**config.mk**
```make
export PLATFORM = sky130hd
export DESIGN_NAME = mult_div_unit
export DESIGN_NICKNAME = d
export VERILOG_FILES = /design/src/rtl/mult_div_unit.sv
export SDC_FILE = /design/constraint.sdc
export NUM_CORES = 1
export LEC_CHECK = 0
export BUFFER_PORTS_ARGS = -buffer_cell sky130_fd_sc_hd__buf_2
export CAP_MARGIN = 20
export CORE_MARGIN = 3
export CORE_UTILIZATION = 62
export DETAILED_ROUTE_END_ITERATION = 10
export GPL_TIMING_DRIVEN = 0
export PLACE_DENSITY = 0.82
export SLEW_MARGIN = 40
export SYNTH_ARGS = -nofsm -noshare
export SYNTH_HDL_FRONTEND = slang
export SYNTH_SLANG_ARGS = --single-unit
```
**constraint.sdc**
```tcl
create_clock -name clock -period 5.1 [get_ports clock]
set_input_delay 0.51 -clock clock [delete_from_list [all_inputs] [get_ports clock]]
set_output_delay 0.51 -clock clock [all_outputs]
set_load 0.02 [all_outputs]
```
**src/rtl/mult_div_unit.sv**
```systemverilog
// Iterative signed multiply/divide: one shift-add or restoring-divide step per cycle,
// with sign and exception fix-up applied as the result is registered on leaving DONE.
module mult_div_unit #(
  parameter int WIDTH = 32
) (
  input  logic             clock,
  input  logic             reset,
  input  logic             ctrl_MULT,
  input  logic             ctrl_DIV,
  input  logic [WIDTH-1:0] data_operandA,
  input  logic [WIDTH-1:0] data_operandB,
  output logic [WIDTH-1:0] data_result,
  output logic             data_exception,
  output logic             data_resultRDY,
  output logic             busy
);

  localparam int CW = $clog2(WIDTH);
  localparam logic [CW-1:0] LAST = CW'(WIDTH - 1);
  localparam logic [WIDTH-1:0] MIN_NEG = {1'b1, {(WIDTH-1){1'b0}}};

  typedef enum logic [1:0] {IDLE, MUL, DIV, DONE} state_t;

  state_t             state, state_nx;
  logic [CW-1:0]      cnt;
  logic [WIDTH-1:0]   mcand;
  logic [2*WIDTH-1:0] acc;
  logic               neg, op_div, div_exc;

  logic               start;
  logic [WIDTH-1:0]   a_mag, b_mag;
  logic [WIDTH:0]     mul_sum, div_r, div_diff;
  logic [2*WIDTH-1:0] mul_nx, div_nx, prod;
  logic [WIDTH-1:0]   quo;
  logic               mul_ovf;

  assign start = ctrl_MULT | ctrl_DIV;
  assign a_mag = data_operandA[WIDTH-1] ? -data_operandA : data_operandA;
  assign b_mag = data_operandB[WIDTH-1] ? -data_operandB : data_operandB;

  // Multiply: acc = {partial product, remaining multiplier bits}, shifted right each step.
  assign mul_sum = {1'b0, acc[2*WIDTH-1:WIDTH]} + (acc[0] ? {1'b0, mcand} : '0);
  assign mul_nx  = {mul_sum, acc[WIDTH-1:1]};

  // Divide: acc = {partial remainder, dividend bits shifting out / quotient bits shifting in}.
  assign div_r    = {acc[2*WIDTH-1:WIDTH], acc[WIDTH-1]};
  assign div_diff = div_r - {1'b0, mcand};
  assign div_nx   = (div_r >= {1'b0, mcand}) ? {div_diff[WIDTH-1:0], acc[WIDTH-2:0], 1'b1}
                                             : {div_r[WIDTH-1:0],    acc[WIDTH-2:0], 1'b0};

  assign prod    = neg ? -acc : acc;
  assign mul_ovf = prod[2*WIDTH-1:WIDTH] != {WIDTH{prod[WIDTH-1]}};
  assign quo     = neg ? -acc[WIDTH-1:0] : acc[WIDTH-1:0];

  always_ff @(posedge clock or negedge reset) begin
    if (!reset) state <= IDLE;
    else        state <= state_nx;
  end

  always_comb begin
    state_nx = state;
    busy     = 1'b0;
    case (state)
      MUL, DIV: begin
        busy = 1'b1;
        if (cnt == LAST) state_nx = DONE;
      end
      DONE:    state_nx = IDLE;
      default: state_nx = state;
    endcase
    if (ctrl_MULT)     state_nx = MUL;
    else if (ctrl_DIV) state_nx = DIV;
  end

  always_ff @(posedge clock or negedge reset) begin
    if (!reset) begin
      cnt     <= '0;
      mcand   <= '0;
      acc     <= '0;
      neg     <= 1'b0;
      op_div  <= 1'b0;
      div_exc <= 1'b0;
    end else if (start) begin
      cnt     <= '0;
      mcand   <= b_mag;
      acc     <= {{WIDTH{1'b0}}, a_mag};
      neg     <= data_operandA[WIDTH-1] ^ data_operandB[WIDTH-1];
      op_div  <= ~ctrl_MULT;
      div_exc <= (data_operandB == '0) ||
                 (data_operandA == MIN_NEG && data_operandB == '1);
    end else if (busy) begin
      cnt <= cnt + 1'b1;
      acc <= op_div ? div_nx : mul_nx;
    end
  end

  // A start arriving during DONE aborts that op, so it never reports.
  always_ff @(posedge clock or negedge reset) begin
    if (!reset) begin
      data_result    <= '0;
      data_exception <= 1'b0;
      data_resultRDY <= 1'b0;
    end else begin
      data_resultRDY <= (state == DONE) && !start;
      if (state == DONE && !start) begin
        if (op_div) begin
          data_exception <= div_exc;
          data_result    <= div_exc ? '0 : quo;
        end else begin
          data_exception <= mul_ovf;
          data_result    <= mul_ovf ? '0 : prod[WIDTH-1:0];
        end
      end
    end
  end

endmodule

```
==> metrics.txt <==
critical path required time=5380 ps; Syn. warnings=0; Slew Viols, Final=0; area share of the largest cell type after synthesis=0.2578; Skew-Pair Late Insertion Delay=430 ps; clock buffer count from CTS=17; unrepaired setup endpoints after global routing=no; signal arrival time at the worst endpoint=5220 ps; Yosys cell types=80; endpoint type of the worst setup path=register; worst hold start=ctrl_MULT; area of the core=21290 um2; antenna violations before repair=0; Syn Area/Cell=7.854 um2; TritonCTS clock tree=yes; number of synthesized flops with an enable pin=0; fraction of the yosys area taken by sequential cells=0.2578; count of max-cap constraint violations=0; slowest stage cell on the critical path=sky130_fd_sc_hd__a2111oi_1; cell area power density=334.1 nW/um2; # DRC=0; net count of the mapped netlist=1872; portion of the clock cycle consumed by the worst path in the final layout=0.9683; DRT Pass-1 Iters=7; Setup Slack @ Placement=-399.7 ps; buffers and inverters on the worst path=4; Detailed Route Iter0 Violations=1674; Clk pin slew, worst setup/hold paths=70 ps; routed vias/inst=6.617; total negative setup slack=0 ps; global routing usage summed across all routing layers=0.3744; cell taking the most area after synthesis=sky130_fd_sc_hd__dfrtp_1; setup skew after layout=12.59 ps; Die Outline Area=23730 um2; standard-cell row count=53; Antenna Nets Post-Route=0; worst hold-check path type=in -> reg; post-synthesis instance area=13590 um2; maximum frequency from static timing analysis=202.5 MHz; fin nets=1996; CP startpoint kind=register; least setup slack across all paths after layout=161.8 ps; post-route insts no fill=2142; clock sinks=140; Primary FF master, synth=sky130_fd_sc_hd__dfrtp_1; Boundary Pins=103; global-route wire length before repair=71570 um; run status=complete, no violations; Core Util, Final=0.7108; time the worst path needs with I/O delays and setup=4938 ps; number of global-route vias before repair=13144; Max clock buf depth=2; RD Place Congestion=1.013; total detailed-routing wirelength=45420 um; startpoint-to-endpoint class of the critical path=reg -> reg; Slew headroom=0.4682; sequence of cells on the critical path=clkbuf_1 -> inv_1 -> ha_1 -> nor2b_1 -> o31a_1 -> o31a_1 -> nor4_2 -> nor2_1 -> a211o_1 -> a2111oi_1 -> clkbuf_2 -> clkbuf_2 -> nor2_1 -> a211oi_1 -> nor3_1; biggest fanout along the worst timing path=10; half-perimeter wire length of the detailed placement result=35570 um; number of synthesized register bits=140; Critical path origin=acc[31]; fraction of registers with async set/reset=1.000; most common cell after layout, fill and taps aside=sky130_fd_sc_hd__nor2_1; number of instances in the synthesized netlist=1730; Die Y-Extent=154.0 um; vias after detailed routing=14174; family with the most delay on the worst path=compound AO/OA/AOI/OAI gates; startpoint of the lowest-slack register-to-register path=acc[31]; Lkg Pwr=6.574 nW; Layout Cell Area excl Fill=15130 um2; number of failing hold endpoints at the final stage=0; port bufs=102; proportion of layout cells with a drive suffix above 1=0.1114; overall die width=154.0 um; area post-placement=14510 um2; residual overflow from global routing=0; filler instances=1762; number of antenna repair diodes=0; Slew @ Worst Pin=790.4 ps; Final setup violation count=0; biggest cell delay along the critical path=600 ps; H-tree lvl count=4; largest voltage drop on the vdd net=0.2210 mV; routed len/inst=21.20 um; largest net degree at the start of global routing=54; number of instances in the placed design=2109; Area growth, synth to finish=11.34%; starting utilization of the core area=0.6383; commonest cells after routing, fill and taps aside=sky130_fd_sc_hd__nor2_1 (171), sky130_fd_sc_hd__nand2_1 (166), sky130_fd_sc_hd__o21ai_0 (147); Area contributors post-synth=sky130_fd_sc_hd__dfrtp_1 (26%), sky130_fd_sc_hd__xor2_1 (7.4%), sky130_fd_sc_hd__ha_1 (6.6%); clock root cell=sky130_fd_sc_hd__clkbuf_16
-- final timing paths --
check	end	slack, ps	depth (start not counted)
worst max-delay path	acc[36]	160	15
worst min-delay path	state[1]	290	2
worst max register to register	acc[36]	160	15
worst min register to register	data_exception	470	1
max in group asynchronous	mcand[10]	3670	4
min in group asynchronous	acc[63]	560	2
-- cells by family after synthesis --
kind of cell    Yosys count  synth area share
simple gates            595            0.2120
fa+ha+maj                74           0.06924
buf+inv                 187           0.05414
flops                   140            0.2578
compound gates          518            0.2631
mux                      46           0.03416
xor+xnor                170            0.1096
-- power breakdown --
group | internal, mW | total (mW) | switching, mW | leakage, nW
Combinational | 0.792 | 2.25 | 1.46 | 4.55
Sequential | 1.31 | 1.50 | 0.189 | 1.75
Clock | 0.734 | 1.30 | 0.563 | 0.278
-- through the flow --
step | hold slack [ps] | power (mW)
2_1_floorplan | 214.4 | 3.002
3_3_place_gp | 455.3 | 3.636
3_5_place_dp | 423.0 | 3.693
4_1_cts | 284.8 | 4.981
5_1_grt | 303.1 | 5.305
6_report | 292.8 | 5.055
-- cells in the mapped netlist (4+ instances only) --
| library cell | instances |
|---|---|
| sky130_fd_sc_hd__a21oi_1 | 84 |
| sky130_fd_sc_hd__xnor2_1 | 55 |
| sky130_fd_sc_hd__or3_1 | 33 |
| sky130_fd_sc_hd__nand2_1 | 166 |
| sky130_fd_sc_hd__and4_1 | 8 |
| sky130_fd_sc_hd__ha_1 | 72 |
| sky130_fd_sc_hd__nand4_1 | 31 |
| sky130_fd_sc_hd__nor2b_1 | 14 |
| sky130_fd_sc_hd__mux2i_1 | 43 |
| sky130_fd_sc_hd__a211oi_2 | 29 |
| sky130_fd_sc_hd__clkbuf_1 | 107 |
| sky130_fd_sc_hd__a32oi_1 | 4 |
| sky130_fd_sc_hd__inv_1 | 69 |
| sky130_fd_sc_hd__or2_2 | 15 |
| sky130_fd_sc_hd__and3_1 | 15 |
| sky130_fd_sc_hd__nor2_1 | 171 |
| sky130_fd_sc_hd__a211oi_1 | 18 |
| sky130_fd_sc_hd__dfrtp_1 | 140 |
| sky130_fd_sc_hd__a21o_1 | 31 |
| sky130_fd_sc_hd__buf_1 | 4 |
| sky130_fd_sc_hd__nor4_1 | 27 |
| sky130_fd_sc_hd__and2_1 | 8 |
| sky130_fd_sc_hd__a2111oi_0 | 4 |
| sky130_fd_sc_hd__a22oi_1 | 4 |
| sky130_fd_sc_hd__nor3_1 | 40 |
| sky130_fd_sc_hd__or4_1 | 15 |
| sky130_fd_sc_hd__o2111ai_1 | 4 |
| sky130_fd_sc_hd__a31oi_1 | 17 |
| sky130_fd_sc_hd__o22ai_1 | 6 |
| sky130_fd_sc_hd__o21ai_0 | 148 |
| sky130_fd_sc_hd__o211ai_1 | 38 |
| sky130_fd_sc_hd__o21bai_1 | 15 |
| sky130_fd_sc_hd__o31ai_1 | 36 |
| sky130_fd_sc_hd__a311oi_1 | 5 |
| sky130_fd_sc_hd__o31a_1 | 7 |
| sky130_fd_sc_hd__xor2_1 | 115 |
| sky130_fd_sc_hd__buf_6 | 4 |
| sky130_fd_sc_hd__nand3_1 | 34 |
| sky130_fd_sc_hd__o21a_1 | 14 |
| sky130_fd_sc_hd__o221ai_1 | 4 |
| sky130_fd_sc_hd__o41ai_1 | 13 |
-- area by class of cell --
cell class                      instances  area (um2)  share of cell area
Buffer                                118       481.7             0.03184
Clock buffer                           19       432.9             0.02861
Clock inverter                         13       155.1             0.01025
Inverter                               69       259.0             0.01712
Multi-Input combinational cell       1403        9368              0.6192
Sequential cell                       140        3503              0.2316
Tap cell                              275       344.1             0.02274
Timing Repair Buffer                  105       585.6             0.03870
-- timing repair --
action / 4_1_cts / 5_1_grt
endpoints found under the hold margin: 42 / 0
setup buffers: 0 / 0
resized for setup: 4 / 3
setup endpoints to repair: 24 / 29
hold buffers: 1 / 0
-- per-layer routing --
| layer | global-route usage | vias to the layer above | share of wire |
|---|---|---|---|
| met1 | 0.5482 | 6656 | 0.43 |
| met5 | 0 | - | 0 |
| met4 | 0.1064 | 0 | 0.026 |
| met3 | 0.08556 | 94 | 0.12 |
| met2 | 0.5549 | 860 | 0.42 |
| li1 | - | 6564 | - |
-- state kept, by name (all words and copies together) (netlist names) --
register	cells
op_div	1
data_result	32
acc	64
mcand	32
data_resultRDY	1
state	2
div_exc	1
cnt	5
neg	1
data_exception	1
-- worst reg2reg max path: cells and delay by family (launching register included) --
family          cells  cell delay [ps]
compound gates      5             1870
buf+inv             4             1320
simple gates        5              980
flops               1              400
fa+ha+maj           1              220
Power figures use the tool's default switching activity.
